## config.mk

```make
export PLATFORM = sky130hd
export DESIGN_NAME = ball_paddle_render
export DESIGN_NICKNAME = d
export VERILOG_FILES = /design/src/rtl/ball_paddle_render.sv
export SDC_FILE = /design/constraint.sdc
export NUM_CORES = 1
export LEC_CHECK = 0
export ABC_AREA = 1
export CORE_MARGIN = 5
export CORE_UTILIZATION = 40
export DETAILED_ROUTE_END_ITERATION = 16
export PLACE_DENSITY_LB_ADDON = 0.2
export SYNTH_ARGS = -nofsm -noshare
export SYNTH_HDL_FRONTEND = slang
export SYNTH_SLANG_ARGS = --single-unit
```

## constraint.sdc

```tcl
create_clock -name clk -period 3.1 [get_ports clk]
set_input_delay 0.62 -clock clk [delete_from_list [all_inputs] [get_ports clk]]
set_output_delay 0.62 -clock clk [all_outputs]
set_load 0.01 [all_outputs]
```

## src/rtl/ball_paddle_render.sv

```systemverilog
// Single-player ball and paddle game renderer driven by an external VGA sync generator.
// Game state advances once per frame; pixel colour and sync leave through a one-clock register stage.
module ball_paddle_render #(
    parameter int unsigned BALL_SIZE = 8,
    parameter int unsigned PAD_W     = 64,
    parameter int unsigned PAD_H     = 8,
    parameter int unsigned PAD_Y     = 464,
    parameter int unsigned BALL_SPD  = 2,
    parameter int unsigned PAD_SPD   = 4
) (
    input  logic       clk,
    input  logic       rst,
    input  logic [9:0] Hcnt,
    input  logic [9:0] Vcnt,
    input  logic       hs_in,
    input  logic       vs_in,
    input  logic       btn_l,
    input  logic       btn_r,
    output logic [3:0] red,
    output logic [3:0] green,
    output logic [3:0] blue,
    output logic       hs,
    output logic       vs,
    output logic [7:0] score,
    output logic       game_over
);

    // Positions are kept 11 bits wide so no sum or compare can wrap past 1023.
    localparam int unsigned W = 11;
    localparam logic [W-1:0] H_VIS   = W'(640);
    localparam logic [W-1:0] V_VIS   = W'(480);
    localparam logic [W-1:0] BS      = W'(BALL_SIZE);
    localparam logic [W-1:0] PW      = W'(PAD_W);
    localparam logic [W-1:0] PH      = W'(PAD_H);
    localparam logic [W-1:0] PY      = W'(PAD_Y);
    localparam logic [W-1:0] BSPD    = W'(BALL_SPD);
    localparam logic [W-1:0] PSPD    = W'(PAD_SPD);
    localparam logic [W-1:0] SERVE_X = W'(316);
    localparam logic [W-1:0] SERVE_Y = W'(100);
    localparam logic [W-1:0] PAD_X0  = W'(288);

    typedef enum logic [1:0] {SERVE, PLAY, OVER} state_t;

    state_t         state, state_d;
    logic [W-1:0]   bx, by, px, bx_d, by_d, px_d;
    logic           dx, dy, dx_d, dy_d;     // 1 = moving right / down
    logic [7:0]     score_d;
    logic [W-1:0]   h, v;
    logic           frame_tick, hit, in_ball, in_pad, visible;
    logic [11:0]    rgb_c;

    assign h          = {1'b0, Hcnt};
    assign v          = {1'b0, Vcnt};
    assign frame_tick = (Hcnt == 10'd0) && (Vcnt == 10'd480);

    // Ball meets the paddle top this frame while descending with horizontal overlap.
    assign hit = dy && (by + BS <= PY) && (by + BS + BSPD >= PY)
                 && (bx + BS > px) && (bx < px + PW);

    // Next-state and next-position logic; only frame_tick changes anything.
    always_comb begin
        state_d = state;
        bx_d    = bx;
        by_d    = by;
        dx_d    = dx;
        dy_d    = dy;
        px_d    = px;
        score_d = score;
        if (frame_tick) begin
            if (state != OVER) begin
                if (btn_l && !btn_r)
                    px_d = (px >= PSPD) ? px - PSPD : '0;
                else if (btn_r && !btn_l)
                    px_d = (px + PSPD > H_VIS - PW) ? H_VIS - PW : px + PSPD;
            end
            case (state)
                SERVE: begin
                    if (btn_l || btn_r)
                        state_d = PLAY;
                end
                PLAY: begin
                    if (dx) begin
                        if (bx + BS + BSPD >= H_VIS) begin
                            bx_d = H_VIS - BS;
                            dx_d = 1'b0;
                        end else begin
                            bx_d = bx + BSPD;
                        end
                    end else begin
                        if (bx <= BSPD) begin
                            bx_d = '0;
                            dx_d = 1'b1;
                        end else begin
                            bx_d = bx - BSPD;
                        end
                    end
                    if (!dy) begin
                        if (by <= BSPD) begin
                            by_d = '0;
                            dy_d = 1'b1;
                        end else begin
                            by_d = by - BSPD;
                        end
                    end else if (hit) begin
                        by_d    = PY - BS;
                        dy_d    = 1'b0;
                        score_d = (score == 8'hFF) ? score : score + 8'd1;
                    end else if (by + BSPD >= V_VIS - BS) begin
                        by_d    = V_VIS - BS;
                        state_d = OVER;
                    end else begin
                        by_d = by + BSPD;
                    end
                end
                OVER: begin
                    if (btn_l || btn_r) begin
                        state_d = SERVE;
                        score_d = 8'd0;
                        bx_d    = SERVE_X;
                        by_d    = SERVE_Y;
                        dx_d    = 1'b1;
                        dy_d    = 1'b1;
                    end
                end
                default: state_d = SERVE;
            endcase
        end
    end

    // Game state register.
    always_ff @(posedge clk or posedge rst) begin
        if (rst) begin
            state     <= SERVE;
            bx        <= SERVE_X;
            by        <= SERVE_Y;
            dx        <= 1'b1;
            dy        <= 1'b1;
            px        <= PAD_X0;
            score     <= 8'd0;
            game_over <= 1'b0;
        end else begin
            state     <= state_d;
            bx        <= bx_d;
            by        <= by_d;
            dx        <= dx_d;
            dy        <= dy_d;
            px        <= px_d;
            score     <= score_d;
            game_over <= (state_d == OVER);
        end
    end

    // Pixel colour for the current counter position: ball over paddle over background.
    always_comb begin
        visible = (h < H_VIS) && (v < V_VIS);
        in_ball = (h >= bx) && (h < bx + BS) && (v >= by) && (v < by + BS);
        in_pad  = (h >= px) && (h < px + PW) && (v >= PY) && (v < PY + PH);
        rgb_c   = 12'h000;
        if (visible) begin
            if (in_ball)
                rgb_c = 12'hFFF;
            else if (in_pad)
                rgb_c = 12'h0F0;
            else if (state == OVER)
                rgb_c = 12'h400;
            else
                rgb_c = 12'h002;
        end
    end

    // Output stage keeps colour and sync aligned with one clock of latency.
    always_ff @(posedge clk or posedge rst) begin
        if (rst) begin
            red   <= 4'h0;
            green <= 4'h0;
            blue  <= 4'h0;
            hs    <= 1'b1;
            vs    <= 1'b1;
        end else begin
            red   <= rgb_c[11:8];
            green <= rgb_c[7:4];
            blue  <= rgb_c[3:0];
            hs    <= hs_in;
            vs    <= vs_in;
        end
    end

endmodule

```

### After elaboration in Yosys (flattened, before gate mapping)

Index checks and enable logic that the tools add are counted.

| storage, ports and cells | value |
|---|---|
| flip-flop bits (word level) | 60 |
| input bits | 26 |

| cells by class | value |
|---|---|
| muxes and demuxes | 40 |
| $lt $le $gt $ge | 20 |
| reduce and logical (&&, ||, !) cells | 24 |
| add/sub/neg operators | 12 |
| equal/unequal tests | 10 |

Operator list:

| cell | count |
|---|---|
| $mux 11 | 15 |
| $add 11x2->11 const B | 4 |
| $pmux 11 s2 | 2 |
| $ge 10x11->1 | 3 |
| $lt 10x11->1 | 3 |
| $mux 8 | 4 |
| $mux 12 | 2 |
| $add 11x4->11 const B | 2 |
| $ge 11x9->1 const B | 2 |
| $le 11x2->1 const B | 2 |
| $sub 11x2->11 const B | 2 |
| $lt 10x9->1 const B | 2 |
| $pmux 8 s2 | 1 |
| $logic_and 1x1->1 | 14 |
| $mux 2 | 6 |
| $add 11x3->11 const B | 1 |
| $add 11x7->11 const B | 1 |
| $ge 11x10->1 const B | 1 |
| $ge 11x3->1 const B | 1 |
| $gt 11x10->1 const B | 1 |
| $gt 11x11->1 | 1 |
| $le 11x9->1 const B | 1 |
| $lt 11x11->1 | 1 |
| $sub 11x3->11 const B | 1 |
| 18 further kinds | 33 |

### Depth between registers and ports, before layout

Gate-level depths: netlist (run 1).

| logic depth | value |
|---|---|
| depth after elaboration | 11 |
| gate-level depth with buffers | 20 |
| gate-level depth less buffers | 20 |

### Worst setup path after synthesis (run 1)

No wires, ideal clock.

| path | value |
|---|---|
| path kind | reg2reg |
| from | register bx[3] |
| to | register score[5] |
| data required time | 2983 ps |
| arrival time | 2549 ps |
| path slack | 434 ps |
| path buffers | 1 |
| cell stages (with the launch flop) | 18 |
| clock period less this slack | 2666 ps |
| cells stage by stage | dfstp_2 ha_1 nand3_1 nor2_1 nand2_1 nand2_1 inv_1 ha_1 nand2_1 nor2_1 nand2_1 o211ai_1 nand4_1 nand2_2 buf_6 nand3_1 nand2_1 a21oi_2 |

| between the ends | value |
|---|---|
| word-level cells in the longest chain between the ends | 6 |
| elaborated cells on any way between the ends | 7 |

Ends and longest elaborated chain:

| what | line | text |
|---|---|---|
| from (decl) | 45 | `logic [W-1:0] bx, by, px, bx_d, by_d, px_d;` |
| from (signal assigned) | 134 | `bx <= SERVE_X;` |
| from (signal assigned) | 143 | `bx <= bx_d;` |
| $add 11x4->11 | 58 | `&& (bx + BS > px) && (bx < px + PW);` |
| $gt 11x11->1 | 58 |  |
| $logic_and 1x1->1 | 58 |  |
| $logic_and 1x1->1 (*) | 58 |  |
| $ne 2x2->1 (no line) (*) | n/a |  |
| $reduce_and 6->1 (no line) (*) | n/a |  |
| to (signal assigned) | 148 | `score <= score_d;` |
| to (decl) | 24 | `output logic [7:0] score,` |

Every way passes the cells marked *; elsewhere a longest branch is shown, timed or not.
A chain may end at the register's enable or synchronous reset.

### Worst setup path in the final report (run 1)

| path | value |
|---|---|
| from | register bx[4] |
| to | register score[4] |

The elaborated chain is that of the path after synthesis.

==> PnR_summary.wiki, run 1 <==
{| class="wikitable"
! Metric !! Value
|-
| Crit-path max cell delay || 0.61 ns
|-
| Share of layout cells above drive strength 1 || 10.70%
|-
| Leakage component of the power || 3.389 nW
|-
| Top delay family on crit path || simple AND/OR/NAND/NOR gates
|-
| End-of-flow core utilization || 47.69%
|-
| Count of input and output buffers || 48
|-
| Share of the clock period used by the worst path || 94.99%
|-
| Vias after detailed routing || 5,850
|-
| Complex-gate fraction of the synthesized area || 12.27%
|-
| Count of H-tree levels built during CTS || 2
|-
| Horizontal die dimension || 130.8 µm
|-
| Number of remaining DRC errors || 0
|-
| Crit start category || flip-flop
|-
| Cells along the critical path || ha_1 > nand3_1 > nor2_1 > nand2_1 > nand2_2 > inv_1 > ha_1 > nand2_1 > nor2_1 > nand2_1 > o211ai_1 > buf_4 > nand4_1 > nand2_4 > nand3_1 > nand2_1 > a21oi_2
|-
| Area of the die || 17,100 µm²
|-
| Count of pins over their slew limit || 0
|-
| Num CTS Buffers || 5
|-
| Post-layout net count || 1,060
|-
| Highest achievable clock rate || 0.3396 GHz
|-
| Clock insertion delay at the later pin of the skew report || 0.31 ns
|-
| Bufs on Longest Clock Path || 2
|-
| Wire length of the first global-routing pass || 28,570 µm
|-
| Required arrival time at the worst endpoint || 3.30 ns
|-
| Count of yosys warnings during synthesis || 0
|-
| Antenna-violating nets left || 0
|-
| Largest net degree at the start of global routing || 49
|-
| Library cell with the largest summed area after synthesis || ha_1
|-
| HPWL after DPL || 14,180 µm
|-
| Final clock skew || 0.008115 ns
|-
| Number of enable-type register cells in the synthesized netlist || 0
|-
| Adder-cell share of the synthesized area || 17.59%
|-
| Most frequent standard cell in the layout excluding fill and tap cells || nand2_1
|-
| Clock input transition at the sequential cells of the worst setup and hold paths || 0.07 ns
|-
| PnR worst setup slack || 0.1553 ns
|-
| Total gr overflow || 0
|-
| Setup violations, final || 0
|-
| Hold Buf Count CTS || 0
|-
| Area share of the largest cell type after synthesis || 17.59%
|-
| Synth Area per Inst || 6.644 µm²
|-
| Total global-route track usage || 21.15%
|-
| Vias in the first global route || 5,707
|-
| Parity-gate share of the synthesized area counting xor and xnor cells || 5.212%
|-
| Inserted Diodes || 0
|-
| Highest-delay cell along the critical path || dfstp_2
|-
| Category of the worst setup path capture point || flip-flop
|-
| Via density || 5.145
|-
| Vert. Die Dim || 130.8 µm
|-
| Pre-CTS setup slack || 0.1467 ns
|-
| Core region area || 14,420 µm²
|-
| Share of cell area taken by muxes after synthesis || 0%
|-
| Result of the run || completed
|-
| Top fanout value on the critical path || 12
|-
| Top area cells in the synthesized netlist || ha_1, dfrtp_1, nand2_1, nor2_1, inv_1
|-
| TritonCTS clock tree || yes
|-
| Peak ir drop on the vdd network || 0.1887 mV
|-
| Number of max-cap violations || 0
|-
| Area added between synthesis and finish || 17.93%
|-
| Sequential area share after synthesis || 20.89%
|-
| Cell area after synthesis || 5833 µm²
|-
| Worst setup path class || reg -> reg
|-
| Time the final worst path needs with I/O delays and setup || 2.945 ns
|-
| Cell count after synthesis || 878
|-
| Yosys cell types || 47
|-
| Flip-flop cell with the highest count after synthesis || dfrtp_1
|-
| Worst path arrival time || 3.15 ns
|-
| Post-synth net total || 986
|-
| Post-detailed-routing wire length || 17,450 µm
|-
| Power per cell area || 204.9 nW/µm²
|-
| Violation count after the first detailed-routing iteration || 374
|-
| Worst min path class || reg -> reg
|-
| # rows || 44
|-
| Commonest cells after routing, fill and taps aside || nand2_1, nor2_1, inv_1
|-
| Number of hold violations in the final report || 0
|-
| Clock sink count || 48
|-
| Most prevalent standard cell on the critical path || nand2_1
|-
| Flip-flop and latch count after synthesis || 48
|-
| Total Neg Setup Slack || 0 ns
|-
| CTS root buf || clkbuf_16
|-
| Detailed Routing Iterations Pass 1 || 5
|-
| WL/cell || 15.34 µm
|-
| Least-Margin Pin Slew || 0.5384 ns
|-
| Max-slew headroom at the worst pin || 64.11%
|-
| Count of buffering cells on the critical path with inverters included || 2
|-
| GPL Wtd Cong || 0.9603
|-
| Synth Area in Simple Gates || 34.79%
|-
| Proportion of register bits with asynchronous set or reset after synthesis || 100.0%
|-
| Initial core utilization || 40.44%
|-
| Dominant combinational cell family by area after synthesis || simple AND/OR/NAND/NOR gates
|-
| Number of primary I/O pins || 49
|-
| Number of antenna violations at the first check in global routing || 0
|}
[layout make-up]
cell class	instances	area [µm²]
clock buffer	6	138.9
clock inverter	2	13.76
fill	1463	7545
inverter	107	404.1
multi-input combinational	703	4088
sequential	48	1219
tap	184	230.2
timing repair buffer	87	785.8
[cells by family (layout without fill, tap and decap cells)]
logic type / count (synthesis) / count (layout)
compound gates: 126 / 126
buf+inv: 127 / 202
flops: 48 / 48
simple gates: 462 / 462
xor+xnor: 33 / 33
fa+ha+maj: 82 / 82
[Yosys cell counts (all sizes together) (4+ instances only)]
library cell  count
a31oi             6
a21oi            57
nand3            56
ha               82
nand3b            5
dfstp            14
buf              17
nand4            25
xnor2             4
inv             105
xor2             29
nor4              6
o21a              4
nand2           220
nor2            119
nor3             25
dfrtp            34
o22ai             7
o21ai            36
[registers in the layout (all words and copies together), names as in the netlist, 2 cells and up]
signal  flops
by         10
blue        2
px          9
bx         10
state       2
score       8
[routing by layer]
layer	part of all wire [%]	wire [µm]	track usage, %
met1	47	8138	27.28
met2	46	8072	35.97
met3	4.6	796	3.496
met4	2.5	438	7.078
met5	0	0	0
[timing repair]
action                                  in CTS  in global routing
endpoints found under the hold margin        0                  0
endpoints found under the setup margin       0                 16
gates resized for setup                      0                  5
setup buffers                                0                  5
[power breakdown]
part | internal (mW) | switching, mW | total [mW]
clock network | 0.324 | 0.277 | 0.600
logic | 0.0816 | 0.0966 | 0.178
registers | 0.630 | 0.000656 | 0.631
total | 1.04 | 0.374 | 1.41
[path summary, 6_finish.rpt]
check | to | slack (ns) | depth (start not counted) | start
min reg2reg | px[8] | 0.53 | 2 | px[8]
max | score[4] | 0.16 | 17 | bx[4]
max reg2reg | score[4] | 0.16 | 17 | bx[4]
max in group asynchronous | bx[3] | 2.14 | 3 | rst
min | px[8] | 0.53 | 2 | px[8]
min in group asynchronous | score[4] | 0.67 | 3 | rst
[stage by stage]
| stage | power, mW | area (µm²) | hold slack (ns) | cells |
|---|---|---|---|---|
| finish | 1.409 | 6879 | 0.5290 | 1137 |
| global route | 1.474 | 6879 | 0.5592 | 1137 |
| CTS | 1.436 | 6829 | 0.5289 | 1132 |
| detailed placement | 0.8218 | 6676 | 0.5191 | 1124 |
| global placement | 0.8210 | 6676 | 0.5268 | 1124 |
| floorplan | 0.7226 | 5833 | 0.5043 | 878 |
[worst reg2reg max path, delay by kind of cell (launching register included)]
kind	cells	cell delay, ns
DFF	1	0.61
AOI/OAI and AO/OA	2	0.23
adders and majority gates	2	0.48
and+or+nand+nor	11	1.29
buffers and inverters	2	0.24
Power figures use the tool's default switching activity.
==> inputs of run 2 (changes only) <==
--- a/config.mk
+++ b/config.mk
@@ -6,6 +6,7 @@
 export NUM_CORES = 1
 export LEC_CHECK = 0
 export ABC_AREA = 1
+export CORE_ASPECT_RATIO = 1.2
 export CORE_MARGIN = 5
 export CORE_UTILIZATION = 40
 export DETAILED_ROUTE_END_ITERATION = 16
==> PnR_summary.wiki, run 2 (synthesis gave the netlist of run 1 again) <==
{| class="wikitable"
! Metric !! Value
|-
| Result of the run || completed
|-
| Leakage component of the power || 3.454 nW
|-
| Cell area after layout || 7015 µm²
|-
| Via density || 5.244
|-
| Commonest cells after routing, fill and taps aside || nand2_1, nor2_1, inv_1
|-
| Vias after detailed routing || 5,978
|-
| Max-slew headroom at the worst pin || 63.35%
|-
| Worst path arrival time || 3.07 ns
|-
| Worst reg2reg startpoint || bx[4]
|-
| Number of remaining DRC errors || 0
|-
| Count of H-tree levels built during CTS || 2
|-
| Wire length of the first global-routing pass || 29,170 µm
|-
| Worst min path class || reg -> reg
|-
| Bufs on Longest Clock Path || 2
|-
| Unrepaired setup endpoints after global routing || false
|-
| Hold slack final || 0.5381 ns
|-
| Highest achievable clock rate || 0.3483 GHz
|-
| Total Neg Setup Slack || 0 ns
|-
| Dpl cells || 1,121
|-
| Share of the clock period used by the worst path || 92.61%
|-
| CTS root buf || clkbuf_16
|-
| Clock insertion delay at the later pin of the skew report || 0.32 ns
|-
| WL/cell || 16.06 µm
|-
| Hold Buf Count CTS || 0
|-
| TritonCTS clock tree || yes
|-
| Initial core utilization || 40.64%
|-
| Clock sink count || 48
|-
| Most frequent standard cell in the layout excluding fill and tap cells || nand2_1
|-
| Area added between synthesis and finish || 20.27%
|-
| Number of antenna violations at the first check in global routing || 0
|-
| Top fanout value on the critical path || 6
|-
| Area of the die || 17,110 µm²
|-
| Count of buffering cells on the critical path with inverters included || 2
|-
| Count of pins over their slew limit || 0
|-
| Vias in the first global route || 5,770
|-
| End-of-flow core utilization || 48.88%
|-
| Crit-path max cell delay || 0.59 ns
|-
| Antenna-violating nets left || 0
|-
| Inserted Diodes || 0
|-
| Cells along the critical path || inv_1 > nor3_2 > nand2_1 > xor2_2 > inv_1 > ha_1 > nand2_1 > nand3b_1 > nand3_1 > nor2_1 > nand2_1 > nor2_2 > nand4_1 > nand2_4 > nand3_1 > nand2_1 > a21oi_2
|-
| Largest net degree at the start of global routing || 28
|-
| Most prevalent standard cell on the critical path || nand2_1
|-
| Register-to-Register Path Depth || 17
|-
| Worst setup path class || reg -> reg
|-
| Final clock skew || 0.01325 ns
|-
| Clock input transition at the sequential cells of the worst setup and hold paths || 0.08 ns
|-
| Count of input and output buffers || 48
|-
| Vert. Die Dim || 142.3 µm
|-
| Share of layout cells above drive strength 1 || 12.54%
|-
| Required arrival time at the worst endpoint || 3.30 ns
|-
| Horizontal die dimension || 120.2 µm
|-
| # rows || 48
|-
| Number of hold violations in the final report || 0
|-
| Filler cell count || 1,461
|-
| Total gr overflow || 0
|-
| Hold Path End || px[5]
|-
| Category of the worst setup path capture point || flip-flop
|-
| Total global-route track usage || 21.57%
|-
| Top delay family on crit path || simple AND/OR/NAND/NOR gates
|-
| Peak ir drop on the vdd network || 0.1834 mV
|-
| Hold path start || px[5]
|-
| Crit start category || flip-flop
|-
| Time the final worst path needs with I/O delays and setup || 2.871 ns
|-
| Worst R2R End || score[5]
|-
| HPWL after DPL || 14,910 µm
|-
| Core region area || 14,350 µm²
|-
| GPL Wtd Cong || 0.9227
|-
| Number of primary I/O pins || 49
|-
| Cell area after placement || 6710 µm²
|-
| Post-layout net count || 1,072
|-
| Least-Margin Pin Slew || 0.5490 ns
|-
| Registers with the most flip-flops || bx (10), by (10), px (9)
|-
| Detailed Routing Iterations Pass 1 || 5
|-
| Post-detailed-routing wire length || 18,310 µm
|-
| Violation count after the first detailed-routing iteration || 286
|-
| Highest-delay cell along the critical path || dfstp_2
|-
| Setup violations, final || 0
|-
| Worst Hold Path Cells || 2
|-
| Final Instance Count excl. Fillers || 1,140
|-
| Worst-case register-to-register setup slack || 0.23 ns
|-
| Num CTS Buffers || 5
|-
| Power per cell area || 214.2 nW/µm²
|-
| Number of max-cap violations || 0
|}
## run 2: timing repair
item	in CTS	in global routing
resized for setup	0	14
setup buffers	0	10
setup endpoints to repair	0	19
## run 2: stage by stage
stage | power (mW) | setup slack (ns)
after floorplan | 0.7226 | 0.4343
after global placement | 0.8293 | 0.2217
after detailed placement | 0.8306 | 0.1495
after CTS | 1.528 | 0.1086
after global routing | 1.566 | 0.01812
final | 1.503 | 0.2292
## run 2: power breakdown
part           switching (mW)  internal [mW]  leakage [nW]  total, mW
Clock                   0.299          0.385        0.0804      0.684
Sequential           0.000797          0.630         0.536      0.631
Combinational           0.103         0.0850          2.84      0.188
## run 2: worst max-delay path by stage
stage | to | startpoint | slack [ns] | cells after the start
2_1_floorplan | score[5] | bx[3] | 0.43 | 17
4_1_cts | by[6] | bx[3] | 0.11 | 17
6_report | score[5] | bx[4] | 0.23 | 17
3_3_place_gp | score[6] | bx[4] | 0.22 | 15
3_5_place_dp | by[6] | bx[3] | 0.15 | 17
5_1_grt | score[3] | bx[3] | 0.02 | 19
## run 2: metal layers
layer | vias to the layer above | track usage [%] | part of all wire (%)
li1 | 3081 | - | -
met4 | 0 | 9.964 | 4.2
met5 | - | 0 | 0
met3 | 48 | 3.419 | 4.7
met2 | 159 | 38.87 | 50
met1 | 2690 | 25.06 | 41
## run 2: final cells by class
type                       instances  area, µm²  share of cell area (%)
inverter                         107      404.1                   5.761
tap                              175      219.0                   3.121
sequential                        48       1219                   17.37
clock inverter                     3      46.29                  0.6599
timing repair buffer              98      868.3                   12.38
multi-input combinational        704       4134                   58.93
clock buffer                       5      125.1                   1.783
## run 2: worst reg2reg max path: stages (launching register included)
cell,delay [ns]
dfstp_2,0.59
inv_1,0.13
nor3_2,0.15
nand2_1,0.12
xor2_2,0.16
inv_1,0.06
ha_1,0.28
nand2_1,0.12
nand3b_1,0.15
nand3_1,0.09
nor2_1,0.09
nand2_1,0.07
nor2_2,0.13
nand4_1,0.23
nand2_4,0.19
nand3_1,0.09
nand2_1,0.08
a21oi_2,0.03
